### src/rtl/regras_intervalo.sv
// ---------------------------------------------------------------------------
// regras_intervalo
//
// Purpose: rule-firing stage of a two-input interval type-2 fuzzy system.
// On Start, a snapshot of the six upper/lower membership grades is taken.
// One rule per cycle is then presented. Rule k = 3*i + j pairs Input_01
// MF(i) with Input_02 MF(j). Its strengths are the unsigned minimum of the
// two upper grades and, separately, of the two lower grades. Done pulses
// once after the last rule.
//
// Configuration macro: REGRAS_SKIP_INACTIVE_EN
//   undefined : all nine rules are evaluated, Ativo_UP is ignored
//   defined   : only rules whose two antecedents are flagged active in the
//               snapshot of Ativo_UP are evaluated, back to back
//
// Ports:
//   CLK, RESET             rising-edge clock, asynchronous active-high reset
//   Start                  request to evaluate one snapshot (sampled in IDLE)
//   FOU_0n_UP/FOU_0n_LOW   upper/lower grades; 01..03 Input_01, 04..06 Input_02
//   Ativo_UP               bit n-1 set when FOU_0n_UP is nonzero
//   Busy                   FSM is in EVAL or DONE
//   Rule_Valid             Rule_Idx/F_UP/F_LOW carry a rule this cycle
//   Rule_Idx, F_UP, F_LOW  rule number and its upper/lower firing strength
//   Done                   one-cycle pulse after the last rule
// ---------------------------------------------------------------------------
module regras_intervalo (
    input  logic       CLK,
    input  logic       RESET,
    input  logic       Start,
    input  logic [7:0] FOU_01_UP,
    input  logic [7:0] FOU_02_UP,
    input  logic [7:0] FOU_03_UP,
    input  logic [7:0] FOU_04_UP,
    input  logic [7:0] FOU_05_UP,
    input  logic [7:0] FOU_06_UP,
    input  logic [7:0] FOU_01_LOW,
    input  logic [7:0] FOU_02_LOW,
    input  logic [7:0] FOU_03_LOW,
    input  logic [7:0] FOU_04_LOW,
    input  logic [7:0] FOU_05_LOW,
    input  logic [7:0] FOU_06_LOW,
    input  logic [5:0] Ativo_UP,
    output logic       Busy,
    output logic       Rule_Valid,
    output logic [3:0] Rule_Idx,
    output logic [7:0] F_UP,
    output logic [7:0] F_LOW,
    output logic       Done
);

    typedef enum logic [1:0] {IDLE, EVAL, DONE} state_t;

    state_t     state_q;
    logic [3:0] k_q;            // rule to present at the next EVAL edge
    logic [5:0] ativo_q;
    logic [7:0] up_q  [6];
    logic [7:0] low_q [6];

    // Lowest rule index >= from whose mask bit is set; bit 4 = found.
    function automatic logic [4:0] next_rule(input logic [8:0] mask,
                                             input logic [3:0] from);
        logic [4:0] r;
        r = '0;
        for (int n = 8; n >= 0; n--) begin
            if (mask[n] && (4'(n) >= from)) r = {1'b1, 4'(n)};
        end
        return r;
    endfunction

    // Rule-enable masks: one from the live input (used when accepting
    // Start), one from the snapshot (used while stepping through rules).
    logic [8:0] mask_in, mask_q;

`ifdef REGRAS_SKIP_INACTIVE_EN
    always_comb begin
        mask_in = '0;
        mask_q  = '0;
        for (int i = 0; i < 3; i++) begin
            for (int j = 0; j < 3; j++) begin
                mask_in[3*i+j] = Ativo_UP[i] & Ativo_UP[3+j];
                mask_q[3*i+j]  = ativo_q[i]  & ativo_q[3+j];
            end
        end
    end
`else
    assign mask_in = '1;
    assign mask_q  = '1;
    // Activity flags are still captured but have no effect in this build.
    logic unused_ativo;
    assign unused_ativo = ^{Ativo_UP, ativo_q};
`endif

    logic [4:0] first_d;        // first rule of a new snapshot
    logic [4:0] next_d;         // rule following k_q in the snapshot
    assign first_d = next_rule(mask_in, 4'd0);
    assign next_d  = next_rule(mask_q, k_q + 4'd1);

    // Split k into (i, j) and fetch the two antecedent grades.
    logic [1:0] sel_i, sel_j;
    logic [7:0] up_a, up_b, low_a, low_b;
    logic [7:0] f_up_d, f_low_d;

    always_comb begin
        if (k_q >= 4'd6) begin
            sel_i = 2'd2;
            sel_j = 2'(k_q - 4'd6);
        end else if (k_q >= 4'd3) begin
            sel_i = 2'd1;
            sel_j = 2'(k_q - 4'd3);
        end else begin
            sel_i = 2'd0;
            sel_j = 2'(k_q);
        end
        up_a  = up_q[{1'b0, sel_i}];
        low_a = low_q[{1'b0, sel_i}];
        up_b  = up_q[3'd3 + {1'b0, sel_j}];
        low_b = low_q[3'd3 + {1'b0, sel_j}];
        // Upper and lower paths are independent; F_LOW > F_UP passes through.
        f_up_d  = (up_a  < up_b ) ? up_a  : up_b;
        f_low_d = (low_a < low_b) ? low_a : low_b;
    end

    assign Busy = (state_q != IDLE);

    // NOTE: every register below is assigned with <= so all of them update
    // from the same pre-edge values; blocking assignments here would let
    // later statements see already-updated state.
    always_ff @(posedge CLK or posedge RESET) begin
        if (RESET) begin
            state_q    <= IDLE;
            k_q        <= '0;
            ativo_q    <= '0;
            // NOTE: the snapshot is tiny register storage, not RAM, so it is
            // cleared on reset like any other state.
            for (int n = 0; n < 6; n++) begin
                up_q[n]  <= '0;
                low_q[n] <= '0;
            end
            Rule_Valid <= 1'b0;
            Rule_Idx   <= '0;
            F_UP       <= '0;
            F_LOW      <= '0;
            Done       <= 1'b0;
        end else begin
            Rule_Valid <= 1'b0;
            Done       <= 1'b0;
            case (state_q)
                IDLE: begin
                    if (Start) begin
                        up_q[0]  <= FOU_01_UP;
                        up_q[1]  <= FOU_02_UP;
                        up_q[2]  <= FOU_03_UP;
                        up_q[3]  <= FOU_04_UP;
                        up_q[4]  <= FOU_05_UP;
                        up_q[5]  <= FOU_06_UP;
                        low_q[0] <= FOU_01_LOW;
                        low_q[1] <= FOU_02_LOW;
                        low_q[2] <= FOU_03_LOW;
                        low_q[3] <= FOU_04_LOW;
                        low_q[4] <= FOU_05_LOW;
                        low_q[5] <= FOU_06_LOW;
                        ativo_q  <= Ativo_UP;
                        k_q      <= first_d[3:0];
                        // With nothing to evaluate, go straight to the Done pulse.
                        state_q  <= first_d[4] ? EVAL : DONE;
                    end
                end
                EVAL: begin
                    Rule_Valid <= 1'b1;
                    Rule_Idx   <= k_q;
                    F_UP       <= f_up_d;
                    F_LOW      <= f_low_d;
                    if (next_d[4]) begin
                        k_q <= next_d[3:0];
                    end else begin
                        state_q <= DONE;
                    end
                end
                DONE: begin
                    Done    <= 1'b1;
                    state_q <= IDLE;
                end
                default: state_q <= IDLE;
            endcase
        end
    end

endmodule

### config.mk
export PLATFORM = sky130hd
export DESIGN_NAME = regras_intervalo
export DESIGN_NICKNAME = d
export VERILOG_FILES = /design/src/rtl/regras_intervalo.sv
export SDC_FILE = /design/constraint.sdc
export NUM_CORES = 1
export LEC_CHECK = 0
export CAP_MARGIN = 20
export CORE_ASPECT_RATIO = 1.2
export CORE_MARGIN = 2
export CORE_UTILIZATION = 29
export CTS_CLUSTER_DIAMETER = 100
export DETAILED_ROUTE_END_ITERATION = 10
export GPL_TIMING_DRIVEN = 0
export PLACE_DENSITY = 0.5
export SYNTH_ARGS = -nofsm -noshare
export SYNTH_HDL_FRONTEND = slang
export SYNTH_SLANG_ARGS = --single-unit
### constraint.sdc
create_clock -name CLK -period 5.5 [get_ports CLK]
set_input_delay 1.1 -clock CLK [delete_from_list [all_inputs] [get_ports CLK]]
set_output_delay 1.1 -clock CLK [all_outputs]
set_load 0.01 [all_outputs]
* Word level (Yosys, flattened, before mapping) *
Cells that the tools add are included.

word-level totals
  flip-flop bits (word level) = 124
  bits in latches = 0
  memory bits (writable) = 0
  memory bits (read-only) = 0
  input port bits = 105
  output and inout bits = 23
  logic and storage cells = 86
  memories kept = 0

cells by class
  add/sub/neg operators = 4
  multiply operators = 0
  div/mod/pow operators = 0
  $lt $le $gt $ge = 15
  equality and inequality tests = 5
  shifts and indexed selects = 0
  muxes and demuxes = 35
  bitwise operators = 2
  reductions and logical operators = 6

operators by type and width
  kind                                                               number
  binary-select mux 8 bit (select 3 bit)                             4
  two-way mux 8 bit                                                  10
  two-way mux 5 bit                                                  9
  greater-or-equal comparator 3 x 4 -> 1 bit, first input constant   4
  < comparator 8 bit                                                 2
  two-way mux 2 bit                                                  5
  greater-or-equal comparator 1 x 4 -> 1 bit, first input constant   2
  greater-or-equal comparator 2 x 4 -> 1 bit, first input constant   2
  greater-or-equal comparator 4 bit, second input constant           2
  two-way mux 4 bit                                                  2
  case mux 4 bit (2 select lines)                                    1
  != test 2 bit, second input constant                               3
  adder 4 x 1 -> 4 bit, second input constant                        1
  greater-or-equal comparator 4 x 2 -> 1 bit, second input constant  1
  greater-or-equal comparator 4 x 3 -> 1 bit, second input constant  1
  greater-or-equal comparator 4 bit, first input constant            1
  NOT 2 -> 4 bit                                                     1
  NOT 3 -> 4 bit                                                     1
  case mux 2 bit (2 select lines)                                    1
  AND reduction 2 bit                                                2
  nonzero test 2 bit                                                 2
  subtractor 2 bit, second input constant                            2
  adder 2 x 2 -> 3 bit, first input constant                         1
  two-way mux 1 bit                                                  3
  4 further kinds                                                    4

* Depth between registers and ports, before layout *
  depth after elaboration = 13
  mapped depth = 21
  gate-level depth less buffers = 17

* Worst setup path before layout *
Ideal clock, no wire load.

  path type = reg2reg
  start point = reg k_q[0]
  end point = reg F_LOW[1]
  setup time = 142 ps
  data arrival time = 4881 ps
  required time = 5358 ps
  path slack = 478 ps
  stages on the path, launching flop included = 20
  clock period less this slack = 5022 ps
  cells stage by stage = dfrtp_1 inv_2 ha_1 o21ai_1 and2_1 clkbuf_1 clkbuf_1 a22oi_1 a21oi_1 ha_1 buf_2 buf_2 buf_1 mux2i_1 a21oi_1 o21ai_0 ha_1 a2111oi_1 a311o_4 o221ai_2

on the way
  longest elaborated chain between the ends = 10
  elaborated cells on any way between the ends = 19
  classes of those cells = add/sub (3); order compare (3); mux (11); bitwise (2)

RTL lines
  what                                                                            RTL line  source
  from (decl)                                                                     54        logic [3:0] k_q;
  from (signal assigned)                                                          163       k_q <= first_d[3:0];
  from (signal assigned)                                                          174       k_q <= next_d[3:0];
  greater-or-equal comparator 4 x 2 -> 1 bit or subtractor 2 bit (tied branches)  107, 109
  two-way mux 2 bit                                                               107       end else if (k_q >= 4'd3) begin
  two-way mux 2 bit                                                               104       if (k_q >= 4'd6) begin
  adder 2 x 2 -> 3 bit                                                            117       low_b = low_q[3'd3 + {1'b0, sel_j}];
  NOT 3 -> 4 bit (implied by the code)                                            117
  binary-select mux 8 bit (select 3 bit)                                          117
  two-way mux 8 bit (implied by the code) (2 in a row)                            117
  < comparator 8 bit                                                              120       f_low_d = (low_a < low_b) ? low_a : low_b;
  two-way mux 8 bit *                                                             120
  to (signal assigned)                                                            172       F_LOW <= f_low_d;
  to (decl)                                                                       47        output logic [7:0] F_LOW,

Every way passes the cells marked *; elsewhere a longest branch is shown, timed or not. The select of a mux whose other input is x is not followed.
A chain may end at the register's enable or synchronous reset.

* Final worst setup path *
  start point = reg k_q[0]
  end point = reg F_LOW[2]

Same word-level chain as after synthesis.

==> summary.md <==
The tools report the capturing instance or port of the critical path as F_LOW[2]. The later-pin clock latency in the skew report came out at 0.42 ns. In this run the cell area measured after placement is 8070 um2. The number of antenna diodes in the final layout is 0. The tools report the number of vias after detailed routing as 4852. The worst register-to-register path has a depth of 20. The slowest stage of the critical path is the a311o_4 cell. Summed over its instances, the top area cell type makes up 47.8% of the synthesized netlist area. The flow ran to the end, and the final reports show no timing, DRC or antenna violations.

For the depth of the CTS H-tree, the log shows 4. The run gives 47.8% as the register area share after synthesis. The most common cell type on the critical path was ha_1. Buffers added to address setup during post-CTS repair amount to 0. Logic depth of the worst setup path including buffers: 20. Relative to the synthesized area, the layout overhead comes to 35.3%. The multi-input combinational cell area is 3190 um2.

The run gives 4 as the first-pass iteration count of the detailed router. For the initial antenna violation count, the log shows 0. No sink is reached through more buffers than the 2 on the longest clock path. The final layout contains 798 nets.

The run gives 0 as the number of pins exceeding their max-slew limit in the final report. The TritonCTS sink count was 124; the post-synthesis cell type count was 49. The top cell types in the final layout, fill and taps aside, are dfrtp_1, mux2_2, clkdlybuf4s50_1.

In this design, the stage delay of the slowest critical-path cell is 0.46 ns. The most common cell after layout, fill and taps aside was dfrtp_1. In the final layout, the share of cells above drive strength 1 is 28.8%. In this run the tool buffered the top-level ports with 121 buffer cells. For the number of global-route vias before repair, the log shows 5275. The overall routed net length is 19.5 mm, and the clock transition at the register clock pins on the worst setup and hold paths after CTS is 0.06 ns. Counting both buffers and inverters, the worst setup path holds a total of 6. Clock tree synthesis inserted a total of 17 buffers. With fillers left out, the area of the finished cells amounts to 8770 um2. Global routing used 17.0% of the available tracks. Average wire per standard cell: 20.3 um. The number of instances in the synthesized netlist came out at 534.

The average cell area after synthesis came out at 12.1 um2. The capture point of the worst reg-to-reg path was F_LOW[2]. The kind of capture point of the worst setup path is a flop. The logs give 0.825 for the routability congestion estimate from global placement and 128 for the number of ports placed on the die boundary. For this block, the initial DRC count from the detailed router was 326. The tools report the CTS root buffer as clkbuf_16.

Die span in x: 141 um. The logs give 0 for the post-route DRC violation count and 962 for the final cell count without fillers. Entering global routing, the biggest net connects 88 pins. Derived from the worst setup path, the maximum achievable clock frequency is 0.193 GHz. The final worst clock skew was 0.00659 ns. Timing analysis after detailed placement gives a worst setup slack of -0.984 ns. Max-slew headroom at the worst pin: 41.7%.

The maximum fanout count along the critical path is 10. Measured on the finished design, the core utilization comes to 40.1%. The core region is 21900 um2.

By startpoint and endpoint, the worst setup path is classified as reg2reg. Sorting the synthesized cells by area gives the leading types as dfrtp_1, mux2_2, ha_1. Once detail routing completed, the nets flagged for antenna violations numbered 0. dfrtp_1 takes more of the synthesized area than any other cell. For the reg2reg setup slack, the log shows 0.31 ns. The global-route wire length before repair came out at 30.2 mm. The portion of the clock cycle consumed by the worst path in the final layout works out to 94.3%. The number of vias per cell works out to 5.04.

Family with the most delay on the worst path: compound AO/OA/AOI/OAI gates. At the pin with the least slew margin, the transition time is 0.875 ns. For the die footprint, the log shows 23600 um2. Tracing the worst setup path back leads to its startpoint at k_q[0].

Worst reg2reg path startpoint: k_q[0]. The final setup violation count is 0. The tightest min-delay check is of the reg2reg type.

Summed over all nets, the half-perimeter wirelength after detailed placement is 14.4 mm. After synthesis the netlist holds a flip-flop and latch count of 124. In this run the cell area of the synthesized design comes to 6480 um2. The logs give 29.7% for the starting density of the core and 0 for the number of maximum-capacitance constraint violations. Counting tap cells, the placed design contains a total of 930 instances. During synthesis, Yosys emitted a total of 0 warnings. The time the final worst path needs with I/O delays and setup works out to 5.19 ns. The floorplan has 59 rows.

Across all setup checks in the final design, the least slack found is 0.312 ns. Storage element area: 3100 um2. Data on the critical path is required at its endpoint by 5.83 ns. TritonCTS built the clock tree. Traced cell by cell, the critical path runs through inv_2 -> ha_1 -> or3b_1 -> a21oi_4 -> xnor2_4 -> clkinv_2 -> buf_2 -> ha_1 -> clkbuf_4 -> buf_4 -> clkbuf_4 -> mux2i_1 -> a21oi_2 -> o21ai_1 -> ha_1 -> nand4_1 -> a211o_1 -> and2_1 -> a311o_4 -> o221ai_2.

The cell count of the worst hold path is 1. STA classifies the critical path startpoint as a flop. The tools report the remaining global-route overflow as 0. In this run the vertical extent of the chip is 168 um. The number of hold violations in the final report is 0, and the filler cell count is 2066. The arrival time reported for the critical path endpoint is 5.52 ns, and the net count of the mapped netlist is 657.
[worst reg2reg max path, stage by stage (launching register included)]
cell      delay (ns)
dfrtp_1         0.45
inv_2           0.12
ha_1            0.25
or3b_1          0.41
a21oi_4         0.23
xnor2_4         0.27
clkinv_2        0.16
buf_2           0.23
ha_1            0.21
clkbuf_4        0.22
buf_4           0.23
clkbuf_4        0.22
mux2i_1         0.17
a21oi_2         0.23
o21ai_1         0.13
ha_1            0.34
nand4_1         0.09
a211o_1         0.26
and2_1          0.22
a311o_4         0.46
o221ai_2        0.19
[cells by family after synthesis]
group                      Yosys count  synth area share, %
muxes                              147                 25.3
DFF                                124                 47.8
AOI/OAI and AO/OA                  123                 14.8
and+or+nand+nor                     68                 4.86
buffers and inverters               53                 3.30
adders and majority gates           18                 3.47
xor gates and xnor gates             1                0.425
[registers in the layout (all words and copies together) (netlist names)]
name	count
Rule_Idx	4
k_q	4
F_LOW	8
low_q	48
F_UP	8
Done	1
up_q	48
Rule_Valid	1
state_q	2
[layout make-up]
| class | count | share of cell area, % |
|---|---|---|
| plain buffers | 31 | 1.87 |
| inverters | 22 | 1.01 |
| repair buffers | 122 | 14.1 |
| multi-input cells | 357 | 36.4 |
| clock inverters | 10 | 1.84 |
| flip-flops and latches | 124 | 35.4 |
| clock buffers | 22 | 5.52 |
| well taps | 274 | 3.91 |
[cell usage after synthesis, drive strengths merged]
library cell	count
o21ai	22
a22oi	13
a22o	2
a211oi	1
nand2b	3
a32o	1
nand4	2
mux2	123
and3	1
a32oi	1
a311o	2
dfrtp	124
nor2b	3
a221oi	6
o31ai	1
nand3	2
nor2	27
a211o	3
o21a	2
clkbuf	20
o32ai	3
a221o	14
a2111oi	2
ha	18
a31oi	1
nand2	18
xnor2	1
a21o	7
o221ai	7
a311oi	1
mux2i	24
and2	10
or3b	1
clkinv	2
inv	20
buf	11
a21oi	34
or2	1
[per-stage QoR]
step | hold WS (ns) | setup TNS [ns]
final | 0.464 | 0
after global routing | 0.483 | -0.0322
after floorplan | 0.418 | 0
after global placement | 0.451 | -115.10
after detailed placement | 0.448 | -11.47
after CTS | 0.463 | 0
[worst min-delay path by stage]
| stage | start | to |
|---|---|---|
| after floorplan | state_q[0] | Done |
| after global placement | state_q[0] | Done |
| after detailed placement | state_q[0] | Done |
| after CTS | state_q[0] | Done |
| after global routing | state_q[0] | Done |
| final | state_q[0] | Done |
[what timing repair did]
item | in CTS | in global routing
pin swaps | 0 | 1
hold buffers | 0 | 0
resized for setup | 13 | 20
setup endpoints to repair | 16 | 15
[metal layers]
metal / wire length [um] / track usage [%] / vias to the layer above
met5: 0 / 0 / -
met4: 552 / 7.17 / 0
met3: 818 / 3.10 / 31
met2: 9600 / 28.0 / 124
met1: 8570 / 22.0 / 2438
li1: - / - / 2259
Power is not shown: default switching activity piles up to over one toggle a cycle in this logic, so the estimate is an artifact.
==> variant: new RTL, same settings <==
Put one more register stage on the output `Rule_Idx`, with the module's reset. The value now appears one clock later. The other outputs are not delayed to match. Comments in the files are not updated.
--- a/src/rtl/regras_intervalo.sv
+++ b/src/rtl/regras_intervalo.sv
@@ -50,4 +50,6 @@
 
     typedef enum logic [1:0] {IDLE, EVAL, DONE} state_t;
+
+    logic [3:0] Rule_Idx_s0;
 
     state_t     state_q;
@@ -138,5 +140,5 @@
             end
             Rule_Valid <= 1'b0;
-            Rule_Idx   <= '0;
+            Rule_Idx_s0 <= '0;
             F_UP       <= '0;
             F_LOW      <= '0;
@@ -168,5 +170,5 @@
                 EVAL: begin
                     Rule_Valid <= 1'b1;
-                    Rule_Idx   <= k_q;
+                    Rule_Idx_s0 <= k_q;
                     F_UP       <= f_up_d;
                     F_LOW      <= f_low_d;
@@ -186,4 +188,12 @@
     end
 
+    always_ff @(posedge CLK or posedge RESET) begin
+        if (RESET) begin
+            Rule_Idx <= '0;
+        end else begin
+            Rule_Idx <= Rule_Idx_s0;
+        end
+    end
+
 endmodule
 
Check against the original RTL: not equivalent (Yosys sat finds a counterexample within 4 cycles, from zero or initial values and one cycle with RESET high).
==> variant against the unedited design <==
  * Synthesized cell count grew 33%
  * Count of clock-buffer cells in the layout shrank 4
  * Wire length up 34%
  * Setup slack got worse by 180 ps
  * Sequential share of layout area decreased by 4.2 points
  * Synthesized area grew 17%
  * Sequential cell count increased by 4
  * Die area increased by 17%
  * Cell area up 17%
  * Via count grew 39%
  * Cell count is 26% higher
  * Highest routed layer unchanged
Power is not shown: default switching activity piles up to over one toggle a cycle in this logic, so the estimate is an artifact.
==> variant: results (changes against the unedited design) <==
synth.distinct_cells: 76  # +55%
finalHoldWorstSlack_ps: 372.9  # -91.38 ps
dp.cells: 1164  # +25%
layout_top_registers: "low_q: 48 flops, up_q: 48 flops"
post_drt_via_cell_ratio: 5.540  # +9.8%
fillCellCount: 2517  # +22%
outcome: "finished, final reports clean"
dr.first_iter.drc_count: 538  # +65%
drt_wl_total_um: 26110  # +34%
finish.net_count: 996  # +25%
end_point_of_the_most_critical_hold_path: "Rule_Idx[0]"
synthCells: 712  # +33%
drt-pass1-iter-count: 5  # +1
finalClockSkew_ps: 9.179  # +2.585 ps
vias_in_the_first_global_route: 6703  # +27%
routed_wire_length_per_instance_um: 21.49  # +5.8%
grt_use_total_pct: 19.19  # +2.2 points
synth_top_cells_by_area: "sky130_fd_sc_hd__dfrtp_1 (42%), sky130_fd_sc_hd__mux2_2 (15%), sky130_fd_sc_hd__mux2i_1 (3.8%)"
synth_fp_nets: 835  # +27%
crit-reg2reg-capture: "F_LOW[3]"
grt_util_met1_pct: 25.46  # +3.5 points
whs_path_depth: 0  # -1
clock_transition_at_the_registers_of_the_reported_paths_ps: 60  # about the same
worstSetupPathType: "register to register"
max-slew-margin-rel_pct: 19.89  # -22 points
finalWeightedCongestion: 0.8557  # +3.7%
drive_gt1_share_pct: 26.10  # -2.7 points
global_route_wire_length_before_repair_um: 39650  # +31%
synth.yosys.warnings: 0  # unchanged
ctsRootBufferMaster: "sky130_fd_sc_hd__clkbuf_16"
detailed_place_hpwl_um: 19010  # +32%
netlist_top_cells_count: "sky130_fd_sc_hd__dfrtp_1 (128), sky130_fd_sc_hd__mux2_2 (98), sky130_fd_sc_hd__nand2_1 (51)"
seq_area_frac_synth_pct: 42.15  # -5.7 points
grt_max_degree: 83  # -5.7%
-- variant: worst max path at each step --
stage	slack (ps)	end	depth (start not counted)
3_3_place_gp	-2180	F_LOW[1]	21
2_1_floorplan	110	F_LOW[1]	25
6_report	130	F_LOW[3]	26
4_1_cts	10	F_LOW[0]	26
3_5_place_dp	-2170	F_LOW[5]	21
5_1_grt	-10	F_LOW[0]	26
-- variant: cell type report --
cell class / count / share of cell area, %
clock buffers: 18 / 4.170
repair buffers: 143 / 13.57
inverters: 11 / 0.4498
well taps: 330 / 4.012
flip-flops and latches: 128 / 31.13
plain buffers: 53 / 3.124
multi-input cells: 519 / 41.95
clock inverters: 13 / 1.593
-- variant: kinds of logic after synthesis --
kind of cell	count (synthesis)	synth area share (%)
compound gates	205	20.11
simple gates	168	12.30
flops	128	42.15
mux	127	18.34
buf+inv	65	4.018
fa+ha+maj	18	2.964
xor+xnor	1	0.1153
-- variant: repair_timing --
action                     in CTS  in global routing
resized for setup              36                 32
buffers inserted               11                 10
pin swaps                       6                 12
setup endpoints to repair      16                 16
-- variant: worst max-delay path: stages (launching register included) --
cell                       delay (ps)
sky130_fd_sc_hd__dfrtp_2          400
sky130_fd_sc_hd__buf_6            150
sky130_fd_sc_hd__inv_1             80
sky130_fd_sc_hd__buf_8            160
sky130_fd_sc_hd__ha_4             180
sky130_fd_sc_hd__or4b_1           520
sky130_fd_sc_hd__buf_6            170
sky130_fd_sc_hd__buf_6            160
sky130_fd_sc_hd__a21oi_4          160
sky130_fd_sc_hd__nor2_4           100
sky130_fd_sc_hd__ha_4             290
sky130_fd_sc_hd__buf_4            180
sky130_fd_sc_hd__buf_6            160
sky130_fd_sc_hd__nor3b_4          150
sky130_fd_sc_hd__buf_4            180
sky130_fd_sc_hd__a32o_1           220
sky130_fd_sc_hd__a211oi_2         230
sky130_fd_sc_hd__o221ai_1         200
sky130_fd_sc_hd__nor2_1           190
sky130_fd_sc_hd__ha_1             180
sky130_fd_sc_hd__and4_1           200
sky130_fd_sc_hd__o21ai_2           60
sky130_fd_sc_hd__buf_4            140
sky130_fd_sc_hd__nor4_2           380
sky130_fd_sc_hd__nor2_2            50
sky130_fd_sc_hd__buf_4            170
sky130_fd_sc_hd__o211ai_1         190
-- variant: per-layer routing --
layer  wire length, um  up-vias  part of all wire (%)
li1                  -     3042                     -
met3              1526       66                   5.8
met1             11170     3353                    43
met2             12510      270                    48
met4               892        0                   3.4
met5                 0        -                     0
-- variant: per-stage QoR --
stage / area, um2 / worst slack, ps
after global routing: 10290 / -14.49
after CTS: 10060 / 9.829
after floorplan: 7609 / 105.6
after global placement: 9233 / -2184
after detailed placement: 9265 / -2167
final: 10290 / 132.4
